==> config.mk <==
export PLATFORM = sky130hd
export DESIGN_NAME = pipeline_wb_stage_mp
export DESIGN_NICKNAME = d
export VERILOG_FILES = /design/src/rtl/pipeline_wb_stage_mp.sv
export SDC_FILE = /design/constraint.sdc
export NUM_CORES = 1
export LEC_CHECK = 0
export CORE_AREA = 5 5 237 239
export DETAILED_ROUTE_END_ITERATION = 12
export DIE_AREA = 0 0 242 244
export HOLD_SLACK_MARGIN = 0.06
export PLACE_DENSITY = 0.56
export SYNTH_ARGS = -nofsm -noshare
export SYNTH_HDL_FRONTEND = slang
export SYNTH_SLANG_ARGS = --single-unit
==> constraint.sdc <==
create_clock -name clk -period 3.81 [get_ports clk]
set_input_delay 0.762 -clock clk [delete_from_list [all_inputs] [get_ports clk]]
set_output_delay 0.762 -clock clk [all_outputs]
set_load 0.02 [all_outputs]
==> src/rtl/pipeline_wb_stage_mp.sv <==
// Write-back stage: per-lane result select and load formatting, qualified
// register-file write port per lane, and a retired-instruction counter.
module pipeline_wb_stage_mp #(
  parameter int XLEN  = 64,
  parameter int LANES = 2,
  parameter int CNT_W = 64
) (
  input  logic                    clk,
  input  logic                    reset,
  input  logic                    stall,
  input  logic                    flush,
  input  logic [LANES-1:0]        valid_MEM,
  input  logic [2*LANES-1:0]      rf_wr_sel,
  input  logic [3*LANES-1:0]      ld_funct3,
  input  logic [XLEN*LANES-1:0]   alu_result_MEM,
  input  logic [XLEN*LANES-1:0]   mem_data_MEM,
  input  logic [XLEN*LANES-1:0]   pc_MEM,
  input  logic [5*LANES-1:0]      rd_MEM,
  input  logic [LANES-1:0]        reg_write_MEM,
  output logic [XLEN*LANES-1:0]   write_data_WB,
  output logic [5*LANES-1:0]      rd_WB,
  output logic [LANES-1:0]        reg_write_WB,
  output logic [LANES-1:0]        valid_WB,
  output logic [CNT_W-1:0]        instret
);

  logic [XLEN*LANES-1:0] sel_data;
  logic [LANES-1:0]      we_q;
  logic [CNT_W-1:0]      retire_inc;

  // Formatting is done at 64 bits and truncated, so for XLEN=32 the word
  // codes naturally collapse to passing the raw data.
  function automatic logic [XLEN-1:0] format_load(input logic [XLEN-1:0] data,
                                                  input logic [2:0] funct3);
    logic [63:0] d64;
    logic [63:0] r64;
    d64 = 64'(data);
    case (funct3)
      3'b000:  r64 = {{56{d64[7]}},  d64[7:0]};
      3'b001:  r64 = {{48{d64[15]}}, d64[15:0]};
      3'b010:  r64 = {{32{d64[31]}}, d64[31:0]};
      3'b100:  r64 = {56'd0, d64[7:0]};
      3'b101:  r64 = {48'd0, d64[15:0]};
      3'b110:  r64 = {32'd0, d64[31:0]};
      default: r64 = d64;
    endcase
    return XLEN'(r64);
  endfunction

  always_comb begin
    sel_data = '0;
    for (int i = 0; i < LANES; i++) begin
      case (rf_wr_sel[2*i +: 2])
        2'b01:   sel_data[XLEN*i +: XLEN] = pc_MEM[XLEN*i +: XLEN] + XLEN'(4);
        2'b10:   sel_data[XLEN*i +: XLEN] = alu_result_MEM[XLEN*i +: XLEN];
        2'b11:   sel_data[XLEN*i +: XLEN] = format_load(mem_data_MEM[XLEN*i +: XLEN],
                                                        ld_funct3[3*i +: 3]);
        default: sel_data[XLEN*i +: XLEN] = '0;
      endcase
    end
  end

  // The younger lane owns a shared destination; the older write is dropped.
  always_comb begin
    we_q = '0;
    for (int i = 0; i < LANES; i++) begin
      we_q[i] = valid_MEM[i] & reg_write_MEM[i] & (rd_MEM[5*i +: 5] != 5'd0);
    end
    if (LANES == 2) begin
      if (we_q[0] && we_q[LANES-1] && (rd_MEM[4:0] == rd_MEM[5*(LANES-1) +: 5])) begin
        we_q[0] = 1'b0;
      end
    end
  end

  always_comb begin
    retire_inc = '0;
    for (int i = 0; i < LANES; i++) begin
      retire_inc = retire_inc + CNT_W'(valid_MEM[i]);
    end
  end

  always_ff @(posedge clk) begin
    if (!reset) begin
      write_data_WB <= '0;
      rd_WB         <= '0;
      reg_write_WB  <= '0;
      valid_WB      <= '0;
      instret       <= '0;
    end else if (flush) begin
      write_data_WB <= '0;
      rd_WB         <= '0;
      reg_write_WB  <= '0;
      valid_WB      <= '0;
    end else if (!stall) begin
      write_data_WB <= sel_data;
      rd_WB         <= rd_MEM;
      reg_write_WB  <= we_q;
      valid_WB      <= valid_MEM;
      instret       <= instret + retire_inc;
    end
  end

endmodule
=== Word level (Yosys, flattened, before mapping) ===
Index checks and enable logic that the tools add are counted.

* Logic and storage cells: 46
* Bits of input ports: 412
* Flip-flop bits (word level): 206
* Output and inout port bits: 206

* Reduce and logical (&&, ||, !) cells: 8
* Add/subtract/negate cells: 4
* Bitwise gates (word level): 7
* Equal/unequal tests: 17
* Mux-type cells: 5

{| class="wikitable"
|+ Operators by type and width
! cell !! number
|-
| $pmux 64 s6 || 2
|-
| $pmux 64 s3 || 2
|-
| $add 64x3->64 const B || 2
|-
| $add 64x2->64 || 1
|-
| $eq 3x3->1 const B || 6
|-
| $reduce_bool 5->1 || 2
|-
| $eq 2x2->1 const B || 4
|-
| $eq 3x1->1 const B || 2
|-
| $eq 3x2->1 const B || 2
|-
| $logic_not 3->1 || 2
|-
| $eq 5x5->1 || 1
|-
| $and 1x1->1 || 4
|-
| $eq 2x1->1 const B || 2
|-
| $not 1->1 || 3
|-
| $add 1x1->2 || 1
|-
| $logic_and 1x1->1 || 2
|-
| $reduce_and 2->1 || 1
|-
| $reduce_or 2->1 || 1
|-
| $mux 1 || 1
|}

=== Depth between registers and ports, before layout ===
* Depth in word-level cells: 5
* Depth in mapped cells: 10

=== Worst setup path before layout ===
OpenSTA, ideal clock, no wires.

* Kind: in2reg
* Start: in valid_MEM[0]
* End: reg instret[58]
* Stages: 10
* Data arrival time: 2824 ps
* Path slack: 916 ps
* Setup time: 71 ps
* Path buffers: 1
* Cells stage by stage: inv_1 > fa_1 > inv_1 > ha_1 > nand3_1 > nor4_1 > buf_2 > nand4_1 > or3_1 > a21oi_1

* Longest elaborated chain between the ends: 2

{| class="wikitable"
|+ Ends and longest elaborated chain
! what !! RTL line !! source
|-
| from (decl) || 12 || <nowiki>input logic [LANES-1:0] valid_MEM,</nowiki>
|-
| $add 1x1->2 || 79 || <nowiki>retire_inc = retire_inc + CNT_W'(valid_MEM[i]);</nowiki>
|-
| $add 64x2->64 || 100 || <nowiki>instret <= instret + retire_inc;</nowiki>
|-
| to (signal assigned) || 100 ||
|-
| to (decl) || 24 || <nowiki>output logic [CNT_W-1:0] instret</nowiki>
|}

No other way between the ends.
A chain may end at the register's enable or synchronous reset.

=== Final worst setup path ===
* Start: in valid_MEM[1]
* End: reg instret[44]

Same word-level chain as after synthesis.

==> results by stage <==
CTS:
- The number of buffers on the longest clock path is 3.
- The clock-pin slew reported for the worst setup and hold paths after clock tree synthesis is approximately 0.060 ns.
- In this run the post-CTS setup repair buffer count came out at 0.
- The number of gates resized after CTS was 0.
- TritonCTS built the clock tree.
- The tree built by TritonCTS fans out to around 210 sinks.
- The worst-skew pair later-pin latency is roughly 0.56 ns.
- The TritonCTS buffer count is 27.
- Buffers inserted to repair hold after CTS numbered 0.
- The maximum level of the CTS H-tree is 1.
- The buffer cell driving the clock tree root is sky130_fd_sc_hd__clkbuf_16.

Synth:
- The most used flip-flop cell after synthesis is sky130_fd_sc_hd__dfxtp_1.
- The post-synthesis cell count is between 1500 and 2000.
- The synthesized netlist contains 71 unique library cells.
- The area share of xor/xnor cells in the synthesized design is 0.0859.
- After synthesis, the most frequently instantiated cells are 206 x sky130_fd_sc_hd__dfxtp_1, 165 x sky130_fd_sc_hd__a21oi_1, 143 x sky130_fd_sc_hd__o21ai_0, 124 x sky130_fd_sc_hd__nand2_1, 117 x sky130_fd_sc_hd__nor2_1.
- After synthesis, the mean cell area works out to around 7.7 um2.
- The simple-gate portion of the synthesized area is 0.250.
- The complex-gate fraction of the synthesized area is 0.283.
- The proportion of synthesized area in mux cells is 0.0205.
- The synthesized-area fraction occupied by adder cells is 0.00438.
- Summing every instance area after synthesis gives roughly 0.013 mm2.
- The synthesized design spends more area on one cell type than any other, namely sky130_fd_sc_hd__dfxtp_1.
- The total nets after synthesis is around 2100.
- After synthesis the netlist holds a flip-flop and latch count of a little over 200.
- Counting flops with a built-in enable in the synthesized netlist gives 0.
- The yosys synthesis warning count is 0.
- The share of synthesized registers carrying an async set or reset is 0.
- In the post-synthesis netlist, the biggest area contributors are sky130_fd_sc_hd__dfxtp_1 31%, sky130_fd_sc_hd__a21oi_1 6.3%, sky130_fd_sc_hd__o21ai_0 5.4%.
- The dominant cell by count in the synthesized netlist is sky130_fd_sc_hd__dfxtp_1.
- The sequential cell area fraction in the yosys report is 0.314.
- The share of synthesized area in the top cell type comes to 0.314.
- The dominant combinational cell family by area after synthesis is compound AO/OA/AOI/OAI gates.

Critical path:
- The launching element type of the critical path is an input pin.
- Of all nets on the critical path, the largest fanout is 8.
- The critical path's largest stage delay is between 0.5 and 0.6 ns.
- Data arrives at the worst endpoint at between 3 and 4 ns.
- STA puts the critical path data required time at roughly 4.3 ns.
- The cell with the biggest individual delay on the critical path is sky130_fd_sc_hd__clkdlybuf4s50_1.
- STA classifies the critical path endpoint as a register.
- The kind of cell with the highest combined delay along the critical path is simple AND/OR/NAND/NOR gates.
- By startpoint and endpoint, the worst setup path is classified as input pin to register.
- The signal on the critical path passes through clkdlybuf4s50_1 -> inv_1 -> fa_1 -> inv_1 -> ha_1 -> nand3_1 -> nor4_1 -> nand3_1 -> buf_4 -> or3_1 -> a21oi_1.
- The number of buffers and inverters on the critical path is 4.

Floorplanning:
- The width of the chip is 242 um.
- The floorplan step defined a core boundary enclosing roughly 0.054 mm2.
- After floorplanning, the core was divided into 85 placement rows.
- The floorplan die area is about 0.06 mm2.
- The number of I/O pins is slightly above 600.
- The effective utilization at floorplan is 0.245.
- Measured along the y axis, the die boundary spans 244 um.

Timing:
- The count of endpoints failing setup in the final report is 0.
- The post-layout worst setup margin is between 0.6 and 0.7 ns.
- The upper clock frequency limit is ~310 MHz.
- Between clock sinks in the finished design, the worst skew comes to approximately 0.011 ns.
- The number of hold violations in the final report is 0.
- The max-slew violation count is 0.
- Summed over all failing endpoints, the final setup total negative slack is 0 ns.
- Headroom to the max-slew limit came out at 0.257.
- At the pin with the least slew margin, the transition time is approximately 1.1 ns.
- The clock period minus worst slack is around 3.2 ns.
- The final critical-path share of the clock period is 0.836.
- Setup repair after global routing left no endpoint under its margin.

Final layout:
- For this run, the share of the core covered by cells in the final layout is 0.397.
- In the final layout, the share of cells above drive strength 1 is 0.0824.
- Relative to the synthesized area, the layout overhead comes to 61.6%.
- The final instance area is ~0.021 mm2.
- For this run, the post-layout net count is approximately 2700.
- The count of cells in the finished layout, fillers not included, comes to 3015.

Global route:
- The combined global-route utilization of all metal layers is 0.237.
- The number of antenna violations at the first check in global routing is 26.
- Global routing finished with a remaining overflow of 0.
- The first global-routing pass estimated 108000 um of wire.
- The number of global-route vias before repair is 15864.
- Entering global routing, the biggest net connects around 160 pins.

Placed design:
- The post-DP HPWL is between 60000 and 70000 um.
- In this run, placement finished with an instance count of ~3000.
- Once placement finished, the instance area stood at ~0.020 mm2.
- The count of buffers inserted at the top-level ports is 617.
- The pre-CTS setup slack is roughly 0.0095 ns.
- The final weighted congestion in routability-driven placement is between 0.9 and 1.

Drt:
- The total detailed-routing wirelength is 75000 um.
- In the final routed layout, each cell accounts on average for about 25 um.
- The detail route stage leaves a number of antenna-violating nets equal to 0.
- Dividing the detail-routed via count by the number of cells gives 5.36.
- For this run, design rule violations remaining after detail routing come to 0.
- Before antenna repair, the detailed router went through 8 iterations.
- The via count is roughly 16000.
- For this block, the initial DRC count from the detailed router was roughly 1300.

Flow run:
- The tool flagged a number of max-cap violations equal to 0.

Pwr:
- Dividing total power by cell area gives a power density of slightly below 300 mW/mm2.
- The maximum VDD drop is ~0.33 mV.
- The reported leakage power is approximately 7 nW.

Outcome:
- The flow ran to the end, and the final reports show no timing, DRC or antenna violations.

Hold path:
- The tightest min-delay check is of the register to register type.
-- state kept, by name, indices dropped and copies added, names as in the netlist --
| register | flops |
|---|---|
| write_data_WB | 128 |
| instret | 64 |
| rd_WB | 10 |
| reg_write_WB | 2 |
| valid_WB | 2 |
-- metrics by stage --
step                hold slack (ns)  power [mW]
floorplan                     0.541        2.76
global placement              0.454        3.59
detailed placement            0.461        3.59
CTS                           0.474        6.30
global route                  0.485        6.46
finish                        0.470        6.23
-- worst min-delay path: cells and delay by family (launching register included) --
kind             cells  cell delay [ns]
AO/OA/AOI/OAI        1             0.05
flip-flops           1             0.31
AND/OR/NAND/NOR      1             0.06
-- layout make-up --
cell class,instances,area (um2)
clock inverter,17,188
tap,696,871
fill,5533,32300
antenna,13,32.5
clock buffer,32,724
timing repair buffer,678,6710
inverter,27,101
sequential,206,4120
multi-input combinational,1346,8510
-- cell families (layout without fill, tap and decap cells) --
logic type | Yosys count | in the layout
XOR/XNOR | 129 | 129
adder cells (fa/ha/maj) | 4 | 4
AND/OR/NAND/NOR | 609 | 609
multiplexers | 26 | 26
flip-flops | 206 | 206
buffers and inverters | 146 | 754
other | 0 | 13
AO/OA/AOI/OAI | 578 | 578
-- power by group --
part | leakage, nW | internal [mW] | switching, mW
combinational | 4.92 | 0.674 | 0.644
sequential | 1.67 | 2.20 | 0.0329
clock | 0.437 | 1.57 | 1.11
total | 7.03 | 4.44 | 1.79
-- path summary, 6_finish.rpt --
kind / startpoint / endpoint / slack (ns) / cells after the start
max reg2reg: instret[0] / instret[44] / 1.15 / 10
min reg2reg: reg_write_WB[0] / reg_write_WB[0] / 0.47 / 2
max: valid_MEM[1] / instret[44] / 0.62 / 11
min: reg_write_WB[0] / reg_write_WB[0] / 0.47 / 2
-- per-layer routing --
metal / routed length [um] / share of wire / global-route usage
met1: 29300 / 0.39 / 0.278
met2: 37500 / 0.50 / 0.424
met3: 5730 / 0.076 / 0.0616
met4: 2420 / 0.032 / 0.0745
met5: 150 / 0.0020 / 0
-- layout by cell type (no fill, tap or decap), drive strengths merged, types with 17 or more instances in the layout --
cell type,n
buf,63
o31ai,17
nor2,117
a22oi,27
or4,17
xor2,74
or3,23
mux2i,19
nand3,84
xnor2,55
dfxtp,206
clkbuf,32
and3,25
inv,28
nor4,29
a211oi,42
clkdlybuf4s50,615
nor3,43
a222oi,37
nand4,47
and4,22
or2,40
nand2,124
a21oi,165
o21ai,159
No activity file was read; power rests on OpenSTA's default activity.
